===== src/rtl/csr_mach_irq.sv =====
// ---------------------------------------------------------------------------
// csr_mach_irq
// Machine-mode CSR file with a prioritised multi-source interrupt controller.
// It sits beside the execute/writeback stage and redirects fetch on
// interrupt entry and on mret.
//
// Ports
//   clk, rst      : clock, asynchronous active-high reset
//   csr_op        : 00 none, 01 RW, 10 RS, 11 RC
//   csr_rd_en     : the instruction reads the CSR (rd != x0)
//   csr_addr      : 12-bit CSR address
//   csr_wdata     : rs1 value or zero-extended uimm
//   csr_rdata     : pre-write CSR value (combinational)
//   csr_illegal   : access to an unimplemented address (combinational)
//   instr_valid   : a committing instruction is present this cycle
//   pc_i          : PC of the committing instruction
//   is_mret       : the committing instruction is mret
//   timer_irq     : MTIP source (level)
//   ext_irq       : MEIP source (level)
//   irq_i         : platform-local sources, irq_i[k] -> mip/mie bit 16+k
//   trap_taken    : redirect fetch this cycle
//   trap_pc       : redirect target
// ---------------------------------------------------------------------------
module csr_mach_irq #(
  parameter int          NUM_IRQ     = 4,
  parameter bit          VECTORED_EN = 1'b1,
  parameter logic [31:0] RESET_MTVEC = 32'h0000_0000
) (
  input  logic               clk,
  input  logic               rst,
  input  logic [1:0]         csr_op,
  input  logic               csr_rd_en,
  input  logic [11:0]        csr_addr,
  input  logic [31:0]        csr_wdata,
  output logic [31:0]        csr_rdata,
  output logic               csr_illegal,
  input  logic               instr_valid,
  input  logic [31:0]        pc_i,
  input  logic               is_mret,
  input  logic               timer_irq,
  input  logic               ext_irq,
  input  logic [NUM_IRQ-1:0] irq_i,
  output logic               trap_taken,
  output logic [31:0]        trap_pc
);

  localparam logic [11:0] A_MSTATUS  = 12'h300;
  localparam logic [11:0] A_MIE      = 12'h304;
  localparam logic [11:0] A_MTVEC    = 12'h305;
  localparam logic [11:0] A_MSCRATCH = 12'h340;
  localparam logic [11:0] A_MEPC     = 12'h341;
  localparam logic [11:0] A_MCAUSE   = 12'h342;
  localparam logic [11:0] A_MIP      = 12'h344;
  localparam logic [11:0] A_MCYCLE   = 12'hB00;
  localparam logic [11:0] A_MCYCLEH  = 12'hB80;

  // Writable bits of mie: MTIE, MEIE and one bit per local source.
  localparam logic [31:0] MIE_MASK =
    32'h0000_0880 | (((32'h1 << NUM_IRQ) - 32'h1) << 16);
  // mtvec bit1 is always 0; bit0 (vectored mode) only if vectoring exists.
  localparam logic [31:0] MTVEC_MASK = VECTORED_EN ? 32'hFFFF_FFFD : 32'hFFFF_FFFC;

  logic        r_mstatus_mie;
  logic        r_mstatus_mpie;
  logic [31:0] r_mie;
  logic [31:0] r_mtvec;
  logic [31:0] r_mscratch;
  logic [31:0] r_mepc;
  logic [31:0] r_mcause;
  logic [31:0] r_mip;
  logic [63:0] r_mcycle;

  logic [31:0] w_mstatus;
  logic [31:0] w_old;
  logic        w_hit;
  logic        w_access;
  logic [31:0] w_wval;
  logic        w_csr_we;
  logic [31:0] w_mip_next;
  logic [31:0] w_pending;
  logic [4:0]  w_cause;
  logic        w_take_irq;
  logic        w_do_mret;

  assign w_mstatus = {19'h0, 2'b11, 3'b000, r_mstatus_mpie, 3'b000, r_mstatus_mie, 3'b000};
  assign w_access  = csr_rd_en | (csr_op != 2'b00);

  // Read mux: current (pre-write) value of the addressed CSR and a hit flag.
  always_comb begin
    w_old = 32'h0;
    w_hit = 1'b1;
    case (csr_addr)
      A_MSTATUS:  w_old = w_mstatus;
      A_MIE:      w_old = r_mie;
      A_MTVEC:    w_old = r_mtvec;
      A_MSCRATCH: w_old = r_mscratch;
      A_MEPC:     w_old = r_mepc;
      A_MCAUSE:   w_old = r_mcause;
      A_MIP:      w_old = r_mip;
      A_MCYCLE:   w_old = r_mcycle[31:0];
      A_MCYCLEH:  w_old = r_mcycle[63:32];
      default: begin
        w_old = 32'h0;
        w_hit = 1'b0;
      end
    endcase
  end

  assign csr_rdata   = (w_access & w_hit) ? w_old : 32'h0;
  assign csr_illegal = w_access & ~w_hit;

  // Write value for the three CSR instruction flavours.
  always_comb begin
    w_wval = w_old;
    case (csr_op)
      2'b01:   w_wval = csr_wdata;
      2'b10:   w_wval = w_old | csr_wdata;
      2'b11:   w_wval = w_old & ~csr_wdata;
      default: w_wval = w_old;
    endcase
  end

  // Next mip image built from the raw level sources.
  always_comb begin
    w_mip_next     = 32'h0;
    w_mip_next[7]  = timer_irq;
    w_mip_next[11] = ext_irq;
    for (int k = 0; k < NUM_IRQ; k++) begin
      w_mip_next[16+k] = irq_i[k];
    end
  end

  assign w_pending = r_mip & r_mie;

  // Priority encoder: 11 beats 7 beats 16 beats 17 ... Scanning local lines
  // from high to low lets the lowest-numbered pending line win.
  always_comb begin
    w_cause = 5'd0;
    for (int k = NUM_IRQ - 1; k >= 0; k--) begin
      if (w_pending[16+k]) begin
        w_cause = 5'(16 + k);
      end else begin
        w_cause = w_cause;
      end
    end
    if (w_pending[11]) begin
      w_cause = 5'd11;
    end else if (w_pending[7]) begin
      w_cause = 5'd7;
    end else begin
      w_cause = w_cause;
    end
  end

  // mret commits and wins over interrupt entry in the same cycle.
  assign w_do_mret  = instr_valid & is_mret;
  assign w_take_irq = r_mstatus_mie & (|w_pending) & instr_valid & ~is_mret;

  // Redirect generation: vectored mode adds 4*cause to the base.
  always_comb begin
    trap_taken = 1'b0;
    trap_pc    = 32'h0;
    if (w_take_irq) begin
      trap_taken = 1'b1;
      if (r_mtvec[0]) begin
        trap_pc = {r_mtvec[31:2], 2'b00} + {25'h0, w_cause, 2'b00};
      end else begin
        trap_pc = {r_mtvec[31:2], 2'b00};
      end
    end else if (w_do_mret) begin
      trap_taken = 1'b1;
      trap_pc    = r_mepc;
    end else begin
      trap_taken = 1'b0;
      trap_pc    = 32'h0;
    end
  end

  // A redirect in the same cycle discards the CSR write.
  assign w_csr_we = (csr_op != 2'b00) & w_hit & ~trap_taken;

  // CSR state: trap entry, mret stacking, then ordinary CSR writes.
  always_ff @(posedge clk or posedge rst) begin
    if (rst) begin
      r_mstatus_mie  <= 1'b0;
      r_mstatus_mpie <= 1'b0;
      r_mie          <= 32'h0;
      r_mtvec        <= RESET_MTVEC & 32'hFFFF_FFFC;
      r_mscratch     <= 32'h0;
      r_mepc         <= 32'h0;
      r_mcause       <= 32'h0;
      r_mip          <= 32'h0;
    end else begin
      r_mip <= w_mip_next;
      if (w_take_irq) begin
        r_mepc         <= pc_i & 32'hFFFF_FFFC;
        r_mcause       <= {1'b1, 26'h0, w_cause};
        r_mstatus_mpie <= r_mstatus_mie;
        r_mstatus_mie  <= 1'b0;
      end else if (w_do_mret) begin
        r_mstatus_mie  <= r_mstatus_mpie;
        r_mstatus_mpie <= 1'b1;
      end else if (w_csr_we) begin
        case (csr_addr)
          A_MSTATUS: begin
            r_mstatus_mie  <= w_wval[3];
            r_mstatus_mpie <= w_wval[7];
          end
          A_MIE:      r_mie      <= w_wval & MIE_MASK;
          A_MTVEC:    r_mtvec    <= w_wval & MTVEC_MASK;
          A_MSCRATCH: r_mscratch <= w_wval;
          A_MEPC:     r_mepc     <= w_wval & 32'hFFFF_FFFC;
          A_MCAUSE:   r_mcause   <= w_wval;
          default:    r_mcause   <= r_mcause;
        endcase
      end else begin
        r_mcause <= r_mcause;
      end
    end
  end

  // 64-bit cycle counter; a write to either half replaces it and skips the
  // increment for that cycle.
  always_ff @(posedge clk or posedge rst) begin
    if (rst) begin
      r_mcycle <= 64'h0;
    end else if (w_csr_we && (csr_addr == A_MCYCLE)) begin
      r_mcycle[31:0] <= w_wval;
    end else if (w_csr_we && (csr_addr == A_MCYCLEH)) begin
      r_mcycle[63:32] <= w_wval;
    end else begin
      r_mcycle <= r_mcycle + 64'd1;
    end
  end

endmodule


===== config.mk =====
export PLATFORM = sky130hd
export DESIGN_NAME = csr_mach_irq
export DESIGN_NICKNAME = d
export VERILOG_FILES = /design/src/rtl/csr_mach_irq.sv
export SDC_FILE = /design/constraint.sdc
export NUM_CORES = 1
export LEC_CHECK = 0
export ABC_AREA = 1
export CORE_ASPECT_RATIO = 1.75
export CORE_UTILIZATION = 29
export DETAILED_ROUTE_END_ITERATION = 10
export DONT_BUFFER_PORTS = 1
export GPL_TIMING_DRIVEN = 0
export PLACE_DENSITY = 0.42
export RECOVER_POWER = 100
export SKIP_LAST_GASP = 1
export SYNTH_ARGS = -nofsm -noshare
export SYNTH_HDL_FRONTEND = slang
export SYNTH_SLANG_ARGS = --single-unit

===== constraint.sdc =====
create_clock -name clk -period 10.9 [get_ports clk]
set_clock_uncertainty 0.15 [all_clocks]
set_input_delay 0.545 -clock clk [delete_from_list [all_inputs] [get_ports clk]]
set_output_delay 0.545 -clock clk [all_outputs]
set_load 0.005 [all_outputs]

==> results of run 1 <==
[area by class of cell]
type	count	area share, %
well taps	678	4.95
clock buffers	32	4.04
diodes	2	0.0292
flip-flops and latches	203	29.7
multi-input cells	1901	51.0
inverters	256	5.62
clock inverters	12	1.15
plain buffers	111	3.02
repair buffers	8	0.570
[synth_stat cells (2+ instances only)]
library cell	n
buf_1	2
inv_1	244
nor3b_1	7
a31oi_1	6
clkbuf_1	43
inv_2	10
buf_2	51
o32ai_1	2
xor2_1	44
o21ai_0	161
a22oi_1	5
dfrtp_1	203
buf_6	7
o21ai_1	58
nand3_1	251
nor2_2	4
o22ai_1	4
o21bai_1	3
nor2_8	2
nand2_1	794
nand3b_1	5
nor3_1	21
nand2_4	3
nand4_1	33
clkinv_1	2
ha_1	6
nand2_2	7
xnor2_1	20
nor2_1	314
a41oi_1	13
a21oi_1	98
nor4_1	3
a221oi_1	7
o211ai_1	9
nor2_4	5
buf_4	8
[flip-flops by register name, summed over array words and instances, names as in the netlist]
name / cells
r_mstatus_mpie: 1
r_mcause: 32
r_mscratch: 32
r_mip: 6
r_mie: 6
r_mtvec: 31
r_mepc: 30
r_mstatus_mie: 1
r_mcycle: 64
[routing by layer]
metal | wire [um] | vias to the layer above | global-route usage, % | share of wire, %
li1 | - | 8013 | - | -
met1 | 32000 | 8068 | 34.9 | 35
met2 | 45400 | 741 | 60.4 | 50
met3 | 4950 | 243 | 4.59 | 5.5
met4 | 8120 | 0 | 24.3 | 9.0
met5 | 0 | - | 0 | 0
[stage by stage]
step	utilization (%)	power (mW)
final	32.7	1.83
after global placement	31.0	0.889
after CTS	32.9	1.85
after global routing	32.7	1.88
after detailed placement	31.1	0.891
after floorplan	-	0.840
[power by group through the flow]
stage / Sequential, mW / Clock (mW) / Combinational, mW
after floorplan: 0.775 / 0 / 0.0650
after global placement: 0.777 / 0 / 0.112
after detailed placement: 0.777 / 0 / 0.115
after CTS: 0.762 / 0.974 / 0.117
after global routing: 0.763 / 0.995 / 0.126
final: 0.763 / 0.951 / 0.116
[repair_timing]
action                     CTS  global route
setup endpoints to repair    0             0
hold endpoints to repair    96             0
hold buffers                 7             0
resized for setup            0             0
[worst max-delay path by stage]
stage / startpoint / end / slack (ps) / depth (start not counted)
3_3_place_gp: rst / r_mip[16] / 1250 / 1
4_1_cts: r_mie[16] / trap_pc[19] / 5650 / 12
2_1_floorplan: rst / r_mcause[0] / 4670 / 1
3_5_place_dp: r_mie[16] / trap_pc[19] / 6260 / 12
6_report: r_mie[17] / trap_pc[19] / 5660 / 12
5_1_grt: r_mie[16] / trap_pc[19] / 5440 / 12
[logic make-up after synthesis]
logic type               Yosys count
adder cells (fa/ha/maj)            7
AND/OR/NAND/NOR                 1454
AO/OA/AOI/OAI                    374
XOR/XNOR                          64
buffers and inverters            367
other                              1
flip-flops                       203
[cells in the final DEF (no fill, tap or decap), types with 4 or more instances in the layout]
cell / count
nand2_1: 797
nor2_1: 317
nand3_1: 252
inv_1: 248
o21ai_0: 210
dfrtp_1: 203
a21oi_1: 99
clkbuf_1: 68
xor2_1: 44
buf_2: 35
nand4_1: 34
clkbuf_16: 25
nor3_1: 21
xnor2_1: 20
a41oi_1: 13
o21ai_1: 9
o211ai_1: 9
a221oi_1: 7
nor3b_1: 7
dlygate4sd3_1: 7
a31oi_1: 6
ha_1: 6
inv_2: 5
nand2_2: 5
buf_6: 5
nand3b_1: 5
buf_4: 5
a22oi_1: 5
bufinv_16: 5
o22ai_1: 4
clkbuf_8: 4
==> results.md, run 1 <==
- Vias per inst: 5.33
- Largest net degree at the start of global routing: 114
- Switching Share: 26.5%
- TNS Setup: 0 ps
- Net Sw Power: 485 uW
- Final Max Slew Viols: 91
- Worst slew pin tran: 4660 ps
- Final Setup Violations: 0
- Final Non-Filler Cells: 3,203
- Die area: 54,000 sq um
- Initial antenna violation count: 1
- Seq/Total Area, Yosys: 33.0%
- Placed insts: 3,150
- Adder-Cell Fraction of Synth Area: 0.618%
- WHS: 45.2 ps
- Clock group share of total power: 52.0%
- Final min period: 5240 ps
- Period utilization: 48.0%
- Inserted Clock Buffers: 25
- RR Endpoint: r_mtvec[11]
- Worst Hold Endpoint: r_mepc[9]
- Clock net sink count: 203
- Crit start category: flip-flop
- Multi-input gate area: 8730 sq um
- Syn Std Cell Area: 15,400 sq um
- DRC errors left: 0
- Simple-Gate Fraction of Synth Area: 39.5%
- WP data arrival: 4540 ps
- Syn Inst Count: 2,470
- Largest family of logic cells by synthesized area: simple AND/OR/NAND/NOR gates
- Dominant cell type by area after synthesis: dfrtp_1
- Drt pass-1 iters: 7
- Synthesis-stage register bit count: 203
- Worst reg-to-reg path cell count: 12
- Post-CTS Setup Bufs: 0
- CTS tree: built
- Area grow syn2layout: 11.3%
- Synthesis Warnings: 0
- DRT Wirelength: 90,500 um
- Fraction of synthesized area in multiplexers: 0%
- Core area: 52,400 sq um
- Initial Utilization: 29.4%
- Row cnt: 111
- Compound-Gate Fraction of Synth Area: 13.3%
- Post-DP HPWL: 75,200 um
- Worst Min Path Start: pc_i[9]
- Synth Area in XOR/XNOR: 3.64%
- Total grt overflow: 0
- Via Count: 17,100
- Cell mode on critical path: nand2_1
- Delay-heaviest family, CP: simple AND/OR/NAND/NOR gates
- Mean Syn Cell Area: 6.23 sq um
- Clock latency reported for the late side of the worst-skew pair: 560 ps
- Layout fillers: 5,919
- I/O pins: 155
- CTS HTree Levels: 1
- CP peak stage delay: 700 ps
- Number of flops mapped to enable cells by yosys: 0
- Clock-pin slew on the worst setup and hold paths: 70 ps
- Critical-path cell list: nand2_1, nand2_1, nor2_1, nor2_1, ha_1, nand4_1, o21ai_0, and2_0, clkbuf_1, nand3_1, o211ai_1, nand2_1
- Drt first-iter violations: 1,521
- Critical path fanouts, max: 7
- Reg power frac: 41.7%
- Synth Flop Type: dfrtp_1
- Fin. Hold Viols: 0
- Crit Path Class: reg -> out
- Clock buffer depth: 3
- Antenna-violating nets left: 0
- P_leak: 7.96 nW
- Layout cells sized above 1: 4.32%
- Slowest stage cell, crit path: o21ai_0
- Placed instance area: 16,300 sq um
- Failing checks: capacitance limit, slew limit
- Rel. slew slack: -213%
- Die height: 307 um
- Worst setup margin: 5660 ps
- Combinational share of power: 6.4%
- FF-to-FF Start: r_mip[11]
- Pre-CTS WS: 6260 ps
- Wire length per cell: 28.2 um
- Post-synth top area share: 33.0%
- Ys async rst share: 100%
- GRT Overall Usage: 33.4%
- Synth cell types: 51
- Tightest Hold Check Type: in -> reg
- CP endpoint kind: output port
- Min-Delay Path Depth: 2
- Root Buffer: clkbuf_16
- Port Buffers: 0
- Max IR drop VDD: 0.0971 mV
- Max-cap check violation count: 1
- Die X: 176 um
- Placer congestion estimate: 0.961
- NumNets Final: 2,602
- Status: finished, violations left
- Reg area: 5080 sq um
- Vias in the first global route: 16,900
- Worst path bufs/invs: 1
- Int Pwr: 1.34 mW
- Design area: 17,100 sq um
- Max Clk Rate: 191 MHz
- RSZ-0062 raised after global routing: no
- CP required: 10,210 ps
- R2R setup slack: 6440 ps
- Cell Pwr Density: 107 nW/um^2
- Ranking of synthesized cells by area: dfrtp_1 (33%), nand2_1 (19%), nand3_1 (8.2%)
- First-pass GRT wire length: 126,000 um
Power figures use the tool's default switching activity.
==> run 2: changes to the inputs <==
- PLACE_DENSITY: 0.42 -> 0.43
- clock period: 10.9 -> 4.7 ns (I/O delays scaled with it)
==> run 2 against run 1 <==
Effect of this change: count of clock-buffer cells in the layout is 1 higher; sequential power is 130% higher; clock power is 120% higher; highest routed layer unchanged; core utilization is 1.6 points higher; die area stayed put; critical endpoint is now csr_rdata[11]; combinational power grew to 2.8 times the previous value; first-iteration DRC count is 8.4% higher; non-clock buffer count is 84 higher; the run still ends with capacitance limit, slew limit left; largest power group unchanged; total power is 130% higher; critical path depth is 3 lower.
==> results.md, run 2 (same netlist as run 1, synthesis figures left out) <==
- Area grow syn2layout: 16.7%
- CP peak stage delay: 840 ps
- Layout fillers: 5,922
- Crit start category: input port
- Placed instance area: 16,300 sq um
- Critical-path cell list: dlygate4sd3_1, nor2_1, inv_1, clkbuf_1, nor2_1, inv_1, nand2_1, clkbuf_1, a21oi_1
- Int Pwr: 3.04 mW
- Clock buffer depth: 3
- Largest net degree at the start of global routing: 38
- DRT Wirelength: 91,200 um
- Combinational share of power: 7.8%
- Post-CTS Setup Bufs: 0
- Die X: 176 um
- R2R setup slack: 240 ps
- Root Buffer: clkbuf_16
- Wire length per cell: 27.7 um
- Worst Min Path Start: csr_wdata[25]
- FF-to-FF Start: r_mip[16]
- GRT Overall Usage: 33.9%
- Max IR drop VDD: 0.244 mV
- Net Sw Power: 1.14 mW
- Vias in the first global route: 17,300
- Placer congestion estimate: 1.04
- WHS: 15.7 ps
- RR Endpoint: r_mcycle[0]
- Clock latency reported for the late side of the worst-skew pair: 560 ps
- Max reg flops: 64
- Layout cells sized above 1: 4.49%
- Reg power frac: 42.4%
- Pre-CTS WS: 376 ps
- WP data arrival: 4180 ps
- Commonest non-fill, non-tap cells in the layout: nand2_1 (796), nor2_1 (316), nand3_1 (251), inv_1 (246), o21ai_0 (209)
- Worst setup margin: 139 ps
- Row cnt: 111
- Max Clk Rate: 219 MHz
- Initial Utilization: 29.4%
- Total grt overflow: 0
- DRC errors left: 0
- Most common cell after layout, fill and taps aside: nand2_1
- Worst reg-to-reg path cell count: 11
- Clock group share of total power: 49.9%
- RSZ-0062 raised after global routing: no
- Period utilization: 97.0%
- Post-DP HPWL: 75,200 um
- Max-cap check violation count: 2
- Fin. Hold Viols: 0
- Critical path fanouts, max: 10
- TNS Setup: 0 ps
- Multi-input gate area: 8750 sq um
- Final Setup Violations: 0
- P_leak: 8.37 nW
- Status: finished, violations left
- Final min period: 4560 ps
- Crit Path Class: in -> out
- First-pass GRT wire length: 128,000 um
- Biggest regs: r_mcycle: 64 flops, r_mcause: 32 flops, r_mscratch: 32 flops
- Rel. slew slack: -52.3%
- Port Buffers: 0
- Placed insts: 3,154
- Failing checks: capacitance limit, slew limit
- Drt pass-1 iters: 6
- NumNets Final: 2,686
- CTS HTree Levels: 1
- Final Power: 4.18 mW
- Die height: 307 um
- Final Non-Filler Cells: 3,288
- CTS tree: built
- Clock net sink count: 203
- Post-layout util: 34.3%
- CP required: 4320 ps
- Slowest stage cell, crit path: clkbuf_1
- Vias per inst: 5.30
- Core area: 52,400 sq um
- Initial antenna violation count: 1
- Cell Pwr Density: 233 nW/um^2
- Worst slew pin tran: 2280 ps
- Clock-pin slew on the worst setup and hold paths: 70 ps
- Drt first-iter violations: 1,649
- Final Max Slew Viols: 37
- CP endpoint kind: output port
- Via Count: 17,400
- Tightest Hold Check Type: in -> reg
- I/O pins: 155
- Design area: 18,000 sq um
- Antenna-violating nets left: 0
- Switching Share: 27.3%
- Reg area: 5080 sq um
- Die area: 54,000 sq um
- Min-Delay Path Depth: 5
- Inserted Clock Buffers: 25
- Worst Hold Endpoint: r_mcause[25]
- Biggest register: r_mcycle
[run 2: cell count changes in the layout (fill, tap and decap cells not counted), sizes merged, moves of 2 or more]
cell | previous run | this run
dlygate4sd3 | 7 | 87
buf | 47 | 50
bufinv | 5 | 3
clkbuf | 97 | 99
[run 2: critical path, delay by kind of cell]
family / cells / cell delay (ps)
AND/OR/NAND/NOR: 3 / 1440
buffers and inverters: 5 / 2180
AO/OA/AOI/OAI: 1 / 300
[run 2: worst max path at each step]
stage                         start             to  slack, ps  cells after the start
after floorplan                 rst    r_mcause[0]       1680                      1
after global placement          rst   r_mcycle[48]        -80                      1
after detailed placement  r_mip[16]    trap_pc[19]        380                     12
after CTS                 r_mip[16]    trap_pc[19]         30                     12
after global routing      r_mip[16]    trap_pc[19]        100                     12
final                     csr_op[1]  csr_rdata[11]        140                      9
[run 2: repair_timing]
action                                 CTS  global route
endpoints found under the hold margin  150             0
gates resized for setup                  1             2
setup endpoints to repair                1             1
hold buffers                            87             0
pin swaps                                0             1
[run 2: final cells by class]
class	count	area share, %
diodes	3	0.0418
plain buffers	111	2.89
clock buffers	33	3.82
clock inverters	11	0.815
inverters	256	5.36
multi-input cells	1901	48.7
flip-flops and latches	203	28.3
well taps	678	4.72
repair buffers	92	5.32
[run 2: routing by layer]
layer / track usage (%) / share of wire (%)
met4: 22.9 / 7.8
met1: 36.9 / 37
met3: 3.04 / 4.8
met5: 0 / 0
met2: 61.4 / 51
[run 2: power by group through the flow]
| stage | sequential (mW) | combinational (mW) | clock [mW] |
|---|---|---|---|
| after detailed placement | 1.80 | 0.274 | 0 |
| final | 1.77 | 0.324 | 2.08 |
| after global placement | 1.80 | 0.263 | 0 |
| after CTS | 1.77 | 0.325 | 2.12 |
| after global routing | 1.77 | 0.345 | 2.18 |
| after floorplan | 1.80 | 0.151 | 0 |
==> run 3: changes to the inputs <==
--- a/config.mk
+++ b/config.mk
@@ -8,11 +8,12 @@
 export ABC_AREA = 1
 export CORE_ASPECT_RATIO = 1.75
-export CORE_UTILIZATION = 29
+export CORE_UTILIZATION = 59
 export DETAILED_ROUTE_END_ITERATION = 10
 export DONT_BUFFER_PORTS = 1
 export GPL_TIMING_DRIVEN = 0
-export PLACE_DENSITY = 0.43
+export PLACE_DENSITY = 0.77
 export RECOVER_POWER = 100
 export SKIP_LAST_GASP = 1
+export SLEW_MARGIN = 20
 export SYNTH_ARGS = -nofsm -noshare
 export SYNTH_HDL_FRONTEND = slang
==> constraint.sdc (replaced) <==
create_clock -name clk -period 4.7 [get_ports clk]
set_clock_uncertainty 0.15 [all_clocks]
set_input_delay 0 -clock clk [delete_from_list [all_inputs] [get_ports clk]]
set_output_delay 0 -clock clk [all_outputs]
set_load 0.005 [all_outputs]
==> run 3 against run 2 <==
Effect of this change: the flow now stops in global routing; synthesized cell count did not move; synthesized area did not move.
==> results.md, run 3 <==
- Post-synth top area share: 33.0%
- Simple-Gate Fraction of Synth Area: 39.5%
- Syn Std Cell Area: 15,400 sq um
- CTS HTree Levels: 1
- Total grt overflow: 43
- Step where the flow halted: global routing
- Syn Inst Count: 2,470
- Largest net degree at the start of global routing: 35
- Synthesis-stage register bit count: 203
- Synthesis Warnings: 0
- Synth Area in XOR/XNOR: 3.64%
- Port Buffers: 0
- First-pass GRT wire length: 131,000 um
- Synth Flop Type: dfrtp_1
- Tool error: [ERROR GRT-0116] Global routing finished with congestion. Check the congestion regions in the DRC Viewer.
- Adder-Cell Fraction of Synth Area: 0.618%
- Clock buffer depth: 3
- GRT Overall Usage: 68.1%
- Clock net sink count: 203
- Compound-Gate Fraction of Synth Area: 13.3%
- Commonest cells in the netlist: nand2_1 (794), nor2_1 (314), nand3_1 (251)
- Root Buffer: clkbuf_16
- Fraction of synthesized area in multiplexers: 0%
- Mean Syn Cell Area: 6.23 sq um
- Row cnt: 77
- Post-DP HPWL: 58,400 um
- Number of flops mapped to enable cells by yosys: 0
- Dominant cell type by area after synthesis: dfrtp_1
- Vias in the first global route: 20,100
- Die height: 216 um
- Initial Utilization: 60.5%
- Placer congestion estimate: 1.11
- Seq/Total Area, Yosys: 33.0%
- Synth cell types: 51
- I/O pins: 155
- Ranking of synthesized cells by area: dfrtp_1 (33%), nand2_1 (19%), nand3_1 (8.2%)
- Status: aborted with a tool error
- Inserted Clock Buffers: 20
- Largest family of logic cells by synthesized area: simple AND/OR/NAND/NOR gates
- Top-count cell post-synth: nand2_1
- Die X: 124 um
- Ys async rst share: 100%
## run 3: cell counts after synthesis
No cell type changed its count.
## run 3: metal layers
metal | overflow | track usage [%]
met4 | 22 | 66.2
met3 | 2 | 46.6
met5 | 0 | 6.05
met1 | 0 | 70.8
met2 | 19 | 87.0
## run 3: what timing repair did
action	in CTS
endpoints found under the hold margin	346
buffers inserted	0
hold buffers	125
resized for setup	0
## run 3: metrics by stage
stage	hold slack, ps	utilization (%)	instance area (sq um)	cells	setup slack, ps
2_1_floorplan	-119	-	15400	2471	1920
3_3_place_gp	-119	62.1	15800	2787	804
3_5_place_dp	-176	62.6	15900	2793	1220
4_1_cts	3.82	70.2	17900	2954	395
## run 3: logic make-up after synthesis
group / Yosys count
AO/OA/AOI/OAI: 374
XOR/XNOR: 64
adder cells (fa/ha/maj): 7
buffers and inverters: 367
flip-flops: 203
other: 1
AND/OR/NAND/NOR: 1454
==> run 4: changes to the inputs <==
- CORE_ASPECT_RATIO: 1.75 -> unset
- CORE_UTILIZATION: 59 -> 40
- PLACE_DENSITY: 0.77 -> unset
- PLACE_DENSITY_LB_ADDON: unset -> 0.15
- clock period: 4.7 -> 6.11 ns (I/O delays scaled with it)
==> run 4 against run 3 <==
Effect of this change: the flow now finishes, with violations (capacitance limit, slew limit).
==> results.md, run 4 (same netlist as run 1, synthesis figures left out) <==
- Period utilization: 73.3%
- Layout cells sized above 1: 4.34%
- Total grt overflow: 0
- Final Max Slew Viols: 132
- Clock buffer depth: 3
- CP peak stage delay: 600 ps
- Final Power: 3.40 mW
- Area grow syn2layout: 18.2%
- Biggest regs: r_mcycle: 64 flops, r_mcause: 32 flops, r_mscratch: 32 flops
- Port Buffers: 0
- Vias per inst: 5.66
- Initial antenna violation count: 2
- Crit Path Class: in -> reg
- Clock-pin slew on the worst setup and hold paths: 60 ps
- Delay-heaviest family, CP: buffers and inverters
- Post-DP HPWL: 63,800 um
- GRT Overall Usage: 40.1%
- Rel. slew slack: -66.9%
- Biggest register: r_mcycle
- Max-cap check violation count: 2
- Post-CTS Setup Bufs: 0
- Design area: 18,200 sq um
- Clock latency reported for the late side of the worst-skew pair: 570 ps
- Worst Min Path Start: csr_rd_en
- Critical-path cell list: dlygate4sd3_1, nor2_1, dlygate4sd3_1, nand2_1, dlygate4sd3_1, inv_1, clkbuf_1, clkbuf_1, nand3_1, o21ai_0, inv_1, nand3_1, nand2_1, o21ai_0, nand2_1, a21oi_1, dlygate4sd3_1
- Row cnt: 71
- Largest net degree at the start of global routing: 96
- CP required: 6470 ps
- Max reg flops: 64
- I/O pins: 155
- RSZ-0062 raised after global routing: no
- Max Clk Rate: 223 MHz
- Via Count: 17,900
- Cell Pwr Density: 187 nW/um^2
- Clock net sink count: 203
- Worst path bufs/invs: 8
- CP endpoint kind: flip-flop
- Cell mode on critical path: dlygate4sd3_1
- Root Buffer: clkbuf_16
- Die X: 198 um
- Worst slew pin tran: 2500 ps
- Final Setup Violations: 0
- Status: finished, violations left
- WP data arrival: 4840 ps
- DRT Wirelength: 78,900 um
- Core area: 37,800 sq um
- Die height: 198 um
- Commonest non-fill, non-tap cells in the layout: nand2_1 (799), nor2_1 (316), nand3_1 (252), inv_1 (246), o21ai_0 (211)
- Antenna-violating nets left: 0
- Crit path launch: csr_addr[4]
- Placer congestion estimate: 0.982
- DRC errors left: 0
- Initial Utilization: 40.7%
- Fin. Hold Viols: 0
- CTS HTree Levels: 1
- Post-cts sizing count: 0
- Most common cell after layout, fill and taps aside: nand2_1
- Max IR drop VDD: 0.159 mV
- Crit start category: input port
- First-pass GRT wire length: 113,000 um
- Vias in the first global route: 16,700
- Critical path fanouts, max: 10
- Slowest stage cell, crit path: clkbuf_1
- FF-to-FF Start: r_mip[11]
- CTS Hold Bufs: 124
- Die area: 39,200 sq um
- Failing checks: capacitance limit, slew limit
- Drt first-iter violations: 2,127
- Placed instance area: 16,100 sq um
- P_leak: 8.54 nW
- Drt pass-1 iters: 6
- Final min period: 4480 ps
- CTS tree: built
- Wire length per cell: 25.0 um
- Inserted Clock Buffers: 27
- Tightest Hold Check Type: in -> out
- NumNets Final: 2,722
run 4: worst paths after layout:
kind                                end  slack (ps)  depth (start not counted)
setup / recovery             r_mepc[26]        1630                         17
hold / removal             csr_rdata[1]          40                          2
setup reg to reg             r_mepc[16]        1930                         12
hold reg to reg            r_mcycle[62]         330                          2
max in group asynchronous    r_mepc[30]        2540                          5
min in group asynchronous  r_mcycle[63]         500                          4
run 4: through the flow:
step	worst slack [ps]	setup TNS, ps	utilization (%)	hold WS [ps]	std cells
CTS	1970	0	48.5	15.2	3158
global placement	-2470	-492930	42.4	-119	2982
detailed placement	2590	0	42.6	-301	2984
floorplan	421	0	-	-119	2471
global route	1430	0	48.1	71.6	3159
finish	1630	0	48.1	35.2	3160
run 4: layout make-up:
cell class | count | area, sq um
timing repair buffer | 126 | 1270
multi-input combinational | 1901 | 8740
fill | 4007 | 19600
buffer | 111 | 522
clock buffer | 36 | 729
sequential | 203 | 5080
clock inverter | 14 | 233
inverter | 256 | 962
antenna | 2 | 5.00
tap | 511 | 639
run 4: layer usage:
| metal | GRT usage (%) | part of all wire (%) | up-vias |
|---|---|---|---|
| met5 | 0 | 0 | - |
| met4 | 21.2 | 5.8 | 0 |
| met3 | 7.05 | 9.2 | 208 |
| met2 | 63.2 | 44 | 970 |
| met1 | 52.3 | 41 | 8443 |
| li1 | - | - | 8260 |
run 4: power breakdown:
group | internal (mW) | leakage, nW | switching, mW | total, mW
Sequential | 1.35 | 2.76 | 0.0114 | 1.36
Combinational | 0.0758 | 5.32 | 0.183 | 0.259
Clock | 1.09 | 0.465 | 0.691 | 1.78
Total | 2.52 | 8.54 | 0.886 | 3.40
